## src/rtl/alu16_nibble_sequencer.sv

```systemverilog
// Nibble-serial ALU sequencer: accepts a W-bit request, walks an external 4-bit ALU slice
// over the operand nibbles LSB first (rippling carry through a register), then presents
// the assembled result until the consumer takes it.
module alu16_nibble_sequencer #(
  parameter int unsigned NUM_NIBBLES = 4
) (
  input  logic                     clk,
  input  logic                     rst_n,
  input  logic                     in_valid,
  output logic                     in_ready,
  input  logic [4*NUM_NIBBLES-1:0] in_a,
  input  logic [4*NUM_NIBBLES-1:0] in_b,
  input  logic [2:0]               in_op,
  input  logic                     in_cin,
  output logic [3:0]               slice_a,
  output logic [3:0]               slice_b,
  output logic [2:0]               slice_op,
  output logic                     slice_cin,
  input  logic [3:0]               slice_result,
  input  logic                     slice_cout,
  output logic                     out_valid,
  input  logic                     out_ready,
  output logic [4*NUM_NIBBLES-1:0] out_result,
  output logic                     out_cout,
  output logic                     out_zero
);

  localparam int unsigned W    = 4 * NUM_NIBBLES;
  localparam int unsigned IdxW = (NUM_NIBBLES > 1) ? $clog2(NUM_NIBBLES) : 1;
  localparam logic [IdxW-1:0] LastIdx = IdxW'(NUM_NIBBLES - 1);

  typedef enum logic [1:0] {StIdle, StRun, StDone} state_e;

  state_e            state_q;
  logic [W-1:0]      a_q, b_q;
  logic [2:0]        op_q;
  logic              cin_q;
  logic [IdxW-1:0]   idx_q;
  logic              carry_q;
  logic [W-1:0]      res_q;
  logic [W-1:0]      res_d;
  logic [W-1:0]      out_result_q;
  logic              out_cout_q;
  logic              is_arith;

  // Only add/sub carry anything between nibbles or out of the top.
  assign is_arith = (op_q[2:1] == 2'b00);

  // Working result with the current slice nibble merged in.
  always_comb begin
    res_d = res_q;
    res_d[{idx_q, 2'b00} +: 4] = slice_result;
  end

  // Slice drive: active only in RUN, zero otherwise.
  always_comb begin
    slice_a   = 4'h0;
    slice_b   = 4'h0;
    slice_op  = 3'b000;
    slice_cin = 1'b0;
    if (state_q == StRun) begin
      slice_a   = a_q[{idx_q, 2'b00} +: 4];
      slice_b   = b_q[{idx_q, 2'b00} +: 4];
      // 111 is remapped so every 1xx op is a defined zero on the slice.
      slice_op  = (op_q == 3'b111) ? 3'b100 : op_q;
      slice_cin = (idx_q == '0) ? (cin_q & is_arith) : carry_q;
    end
  end

  // Sequencer FSM and datapath registers.
  always_ff @(posedge clk or negedge rst_n) begin
    if (!rst_n) begin
      state_q      <= StIdle;
      a_q          <= '0;
      b_q          <= '0;
      op_q         <= 3'b000;
      cin_q        <= 1'b0;
      idx_q        <= '0;
      carry_q      <= 1'b0;
      res_q        <= '0;
      out_result_q <= '0;
      out_cout_q   <= 1'b0;
    end else begin
      unique case (state_q)
        StIdle: begin
          if (in_valid) begin
            a_q     <= in_a;
            b_q     <= in_b;
            op_q    <= in_op;
            cin_q   <= in_cin;
            idx_q   <= '0;
            carry_q <= 1'b0;
            state_q <= StRun;
          end
        end
        StRun: begin
          res_q   <= res_d;
          carry_q <= slice_cout;
          if (idx_q == LastIdx) begin
            // Publish only complete results; earlier nibbles stay in res_q.
            out_result_q <= res_d;
            out_cout_q   <= is_arith & slice_cout;
            state_q      <= StDone;
          end else begin
            idx_q <= idx_q + 1'b1;
          end
        end
        StDone: begin
          if (out_ready) state_q <= StIdle;
        end
        default: state_q <= StIdle;
      endcase
    end
  end

  assign in_ready   = (state_q == StIdle);
  assign out_valid  = (state_q == StDone);
  assign out_result = out_result_q;
  assign out_cout   = out_cout_q;
  assign out_zero   = (out_result_q == '0);

endmodule

```

## config.mk

```make
export PLATFORM = sky130hd
export DESIGN_NAME = alu16_nibble_sequencer
export DESIGN_NICKNAME = d
export VERILOG_FILES = /design/src/rtl/alu16_nibble_sequencer.sv
export SDC_FILE = /design/constraint.sdc
export NUM_CORES = 1
export LEC_CHECK = 0
export CAP_MARGIN = 20
export CORE_MARGIN = 8
export CORE_UTILIZATION = 30
export DETAILED_ROUTE_END_ITERATION = 10
export MAX_ROUTING_LAYER = met4
export SLEW_MARGIN = 20
export SYNTH_ARGS = -nofsm -noshare
export SYNTH_HDL_FRONTEND = slang
export SYNTH_SLANG_ARGS = --single-unit
```

## constraint.sdc

```tcl
create_clock -name clk -period 3.3 [get_ports clk]
set_clock_uncertainty 0.2 [all_clocks]
set_input_delay 0.33 -clock clk [delete_from_list [all_inputs] [get_ports clk]]
set_output_delay 0.33 -clock clk [all_outputs]
set_load 0.02 [all_outputs]
```

# ---- After elaboration in Yosys (flattened, before gate mapping)
# Cells that the tools add are included.
# Widths: inputs -> output; s select.
dict set report classes {
  add_sub_neg 2
  n_eq_ne 8
  shift 4
  n_mux 16
  n_bitwise 2
  reduce_logical 10
}
# operator n
set op_table {}
lappend op_table {{$shiftx 16x5->4} 2}
lappend op_table {{$bwmux 16} 1}
lappend op_table {{$logic_not 16->1} 1}
lappend op_table {{$shift 4x6->16 const A} 1}
lappend op_table {{$shiftx 4x6->16} 1}
lappend op_table {{$mux 2} 5}
lappend op_table {{$mux 4} 2}
lappend op_table {{$logic_not 2->1} 3}
lappend op_table {{$mux 3} 2}
lappend op_table {{$neg 4->6} 1}
lappend op_table {{$pmux 2 s3} 1}
lappend op_table {{$reduce_and 2->1} 3}
lappend op_table {{$reduce_and 3->1} 2}
lappend op_table {{$eq 2x2->1 const B} 2}
lappend op_table {{$ne 2x1->1 const B} 2}
lappend op_table {{$ne 2x2->1 const B} 2}
lappend op_table {{$pmux 2 s2} 1}
lappend op_table {{$eq 3x3->1 const B} 1}
lappend op_table {{$mux 1} 3}
lappend op_table {{$add 2x1->2 const B} 1}
lappend op_table {{$and 1x1->1} 2}
lappend op_table {{$eq 2x1->1 const B} 1}
lappend op_table {{$pmux 1 s2} 1}
lappend op_table {{$reduce_bool 2->1} 1}
dict set report totals {
  reg_bits 74
  input_bits 45
  output_inout_bits 32
  elab_cells 52
}

# ---- Longest topological paths before layout
# Gate-level depths: netlist of run 1.
dict set report logic_depth {
  ltp_word 4
  ltp_mapped 9
}

# ---- Worst setup path after synthesis of run 1
# OpenSTA, ideal clock, no wires.
dict set report synth_timing {
  kind {register -> register}
  start {register idx_q[1]}
  end {register res_q[0]}
  setup_ps 121
  arrival_time_ps 1876
  required_time_ps 2979
  slack_ps 1103
  stages_incl_launch_ff 8
  period_less_slack_ps 2197
  path_cell_list {dfrtp_1 -> clkbuf_1 -> inv_1 -> ha_1 -> buf_2 -> and4bb_2 -> and2_1 -> a22o_1}
}
dict set report synth_between {
  elab_chain_len 3
  word_cells_on_any_way 4
  cone_classes {add/sub (1); shift (2); mux (1)}
}
# item line_no
set synth_lines {}
lappend synth_lines {{from (decl)} 38} ;# logic [IdxW-1:0] idx_q;
lappend synth_lines {{from (signal assigned)} 105} ;# idx_q <= idx_q + 1'b1;
lappend synth_lines {{$neg 4->6 *} 52} ;# res_d[{idx_q, 2'b00} +: 4] = slice_result;
lappend synth_lines {{$shiftx 4x6->16 / $shift 4x6->16 (equally long branches)} 52}
lappend synth_lines {{$bwmux 16 *} 52}
lappend synth_lines {{to (signal assigned)} 97} ;# res_q <= res_d;
lappend synth_lines {{to (decl)} 40} ;# logic [W-1:0] res_q;
# Mark *: on every way between the ends. The rest lies on a longest branch, timed or not.
# A chain may end at the register's enable or synchronous reset.

# ---- Worst setup path after layout of run 1
dict set report layout_timing {
  start {register state_q[0]}
  end {output slice_a[2]}
}
dict set report layout_between {
  elab_chain_len 2
}
# item line_no
set layout_lines {}
lappend layout_lines {{from (decl)} 34} ;# state_e state_q;
lappend layout_lines {{from (signal assigned)} 73} ;# state_q <= StIdle;
lappend layout_lines {{from (signal assigned)} 93} ;# state_q <= StRun;
lappend layout_lines {{from (signal assigned)} 103} ;# state_q <= StDone;
lappend layout_lines {{$eq 2x1->1} 61} ;# if (state_q == StRun) begin
lappend layout_lines {{$mux 4} 61}
lappend layout_lines {{to (decl)} 15} ;# output logic [3:0] slice_a,
# No other way between the ends.

==> results.md, run 1 <==
* Post-Synth XOR/XNOR Area at 0
* Clk slew on worst S/H paths at 0.06 ns
* DR vias/cell at 4.83
* Power per cell area at between 1000 and 1500 nW/µm²
* Final Cycle Share at 0.884
* Gr usage total at 0.117
* Layout area overhead at 35.0%
* Leak pwr at 1.96 nW
* CP Data Arrival Time at 2.39 ns
* Clock share of power at 0.225
* Max-Cap Viols at 0
* Root buffer cell: clkbuf_16
* Int Power at approximately 3.3 mW
* CORE AREA at about 11,000 µm²
* Area occupied by registers at around 1900 µm²
* RSZ-0062 raised after global routing: false
* Share of cells above drive strength 1 at 0.179
* Critical Path Source Type: register
* # fillers at approximately 1,100
* Utilization after layout at 0.414
* CP required at 2.77 ns
* Adder-cell share of the synthesized area at 0.0214
* Clk buf depth at 2
* Post-DR wirelength/cell at 16.0 µm
* Syn Nets at about 340
* Chip height at 124 µm
* Max FO, Critical Path at 12
* Cell Count, Final, Fillers Out at a little over 500
* Max transition margin at 0.384
* Row count at 39
* Mean area per synthesized cell at roughly 12 µm²
* Total congestion overflow at 0
* Clock sinks at 74
* Placed cells at 495
* Synthesized area at about 3500 µm²
* Peak VDD IR at between 400 and 500 µV
* Skew-Pair Late Insertion Delay at ~0.32 ns
* Finish-stage setup viols at 0
* Place WS at between 0.7 and 0.8 ns
* Die width at ~120 µm
* Antenna Cells at 0
* WL final at 8.20 mm
* Yosys cell types at 34
* Buffer count from post-CTS setup fixing at 0
* Syn. warnings at 0
* Final min period at around 3 ns
* Post-synthesis mux area share at 0.176
* Post-CTS resize count at 0
* Final Hold Vio Count at 0
* Post-DP Area at between 4000 and 5000 µm²
* Number of port buffers at 76
* Vias in the first global route at ~2,600
* Switch share at 0.345
* Final ANT Viol Nets at 0
* CTS Buf Count at 9
* Multi-input gate area at ~1500 µm²
* Synth Area in Simple Gates at 0.150
* GP Congestion at about 0.81
* Status: finished, final reports clean
* DRT Pass-1 Iters at 4
* CTS tree: done
* Total Power at just over 5 mW
* P_sw at between 1.5 and 2 mW
* Largest family of logic cells by synthesized area: multiplexers
* Seq pwr share at 0.326
* First-pass GRT wire length at between 10 and 15 mm
* Crit Path Category: reg2out
* Hold Crit Class: in2async
* H-tree Lvls at 3
* Number of nets in the layout at around 410
* Initial Utilization at 0.307
* Worst-Margin Slew at 0.924 ns
* Full die area at around 15,000 µm²
* Setup crit end kind: output port
* I/O pin cnt at between 70 and 80
* CTS Hold Bufs at 0
* Setup ws final at 0.384 ns
* Register area share after synthesis at 0.528
* Largest net degree at the start of global routing at between 70 and 80
* Number of antenna violations at the first check in global routing at 0
* DR iter-0 viols at between 150 and 200
* DP HPWL at 5.89 mm
* Post-route cell area at roughly 4700 µm²
* Vias at around 2,500
* Post-synthesis compound-gate area fraction at 0.0842
* Maximum clock frequency at 343 MHz
* Comb pwr share at 0.449
* Worst hold slack at 0.0373 ns
* Seq cells post-synth at 74
* Final setup TNS at 0 ns
* Syn Inst Count at around 290
* Drt drc at 0
* Final Max Tran Viols at 0
[flip-flops by register name (all words and copies together) (netlist names)]
| register | cells |
|---|---|
| res_q | 16 |
| b_q | 16 |
| state_q | 2 |
| out_result | 16 |
| idx_q | 2 |
| out_cout | 1 |
| a_q | 16 |
| cin_q | 1 |
| carry_q | 1 |
| op_q | 3 |
[kinds of logic (layout without fill, tap and decap cells)]
group	after synthesis	count (layout)
adders and majority gates	6	6
buffers and inverters	23	103
DFF	74	74
muxes	45	45
AOI/OAI and AO/OA	47	47
and+or+nand+nor	93	93
[worst max-delay path, stage by stage (launching register included)]
cell and delay, ns:
dfrtp_1 0.50, nor2b_1 0.50, buf_4 0.28, and2_1 0.16, clkdlybuf4s50_1 0.62
[worst paths after layout]
check	from	end	slack, ns	depth (start not counted)
worst min-delay path	rst_n	a_q[13]$_DFFE_PN0P_	0.04	2
worst max register to register	idx_q[0]$_DFFE_PN0P_	out_result[11]$_DFFE_PN0P_	0.97	5
min in group clk	res_q[7]$_DFFE_PN0P_	res_q[7]$_DFFE_PN0P_	0.28	2
max in group asynchronous	rst_n	cin_q$_DFFE_PN0P_	2.27	2
worst max-delay path	state_q[0]$_DFFE_PN0P_	slice_a[2]	0.38	4
worst min register to register	res_q[7]$_DFFE_PN0P_	res_q[7]$_DFFE_PN0P_	0.28	2
[cell usage in the layout (no fill, tap or decap), types with 3 or more instances in the layout]
master            n
nand2_1          14
ha_1              6
a21oi_1          19
inv_1             5
and3b_1           3
and2_1           11
o2bb2ai_1         4
clkbuf_16         9
mux2_2           37
nor4_1            4
bufinv_16         3
dfrtp_1          74
a22o_1            6
nand2b_1          8
nor2b_1          14
clkdlybuf4s50_1  75
nand4_1           6
a31oi_1           8
buf_4             5
nor2_1           20
mux4_1            5
mux4_2            3
nand3_1           4
o21ai_0           7
[layer usage]
layer	routed length, µm	share of wire	global-route usage
met1	3920	0.48	0.147
met2	3500	0.43	0.171
met3	721	0.088	0.0467
met4	53	0.0065	0.0312
met5	0	0	-
[synth_stat cells]
library cell   n  area share
a21o_1         1      0.0021
a21oi_1       19       0.027
a22o_1         6       0.015
a31oi_1        8       0.014
a32o_1         2      0.0057
and2_1        11       0.020
and3_1         2      0.0036
and3b_1        3      0.0075
and4_1         1      0.0025
and4bb_2       2      0.0071
buf_2          6      0.0086
buf_4          2      0.0043
buf_6          4       0.013
buf_8          1      0.0043
clkbuf_1       4      0.0043
clkbuf_2       1      0.0014
dfrtp_1       74        0.53
ha_1           6       0.021
inv_1          5      0.0054
mux2_2        37        0.12
mux4_1         5       0.037
mux4_2         3       0.019
nand2_1       14       0.015
nand2b_1       8       0.014
nand3_1        4      0.0057
nand3b_1       1      0.0021
nand4_1        6       0.011
nor2_1        20       0.021
nor2b_1       14       0.025
nor3b_1        2      0.0043
nor3b_2        1      0.0036
nor4_1         4      0.0071
o21ai_0        7       0.010
o2bb2ai_1      4       0.010
[layout make-up]
type / instances / area share
clock inverters: 5 / 0.0212
flip-flops and latches: 74 / 0.391
multi-input cells: 191 / 0.320
clock buffers: 11 / 0.0534
repair buffers: 82 / 0.172
well taps: 143 / 0.0378
inverters: 5 / 0.00397
[power by group through the flow]
stage	Combinational, mW	Sequential, mW	Clock [mW]
floorplan	1.43	1.70	0
global placement	2.26	1.65	0
detailed placement	2.29	1.67	0
CTS	2.31	1.66	1.17
global route	2.49	1.71	1.21
finish	2.27	1.65	1.14
No activity file was read; power rests on OpenSTA's default activity.
==> run 2, diff against run 1 <==
Settings changed: CTS_BUF_LIST set to sky130_fd_sc_hd__clkbuf_4 sky130_fd_sc_hd__clkbuf_8 sky130_fd_sc_hd__clkbuf_16.
==> results of run 2 <==
No change in the layout: final DEF, timing and power equal those of run 1.
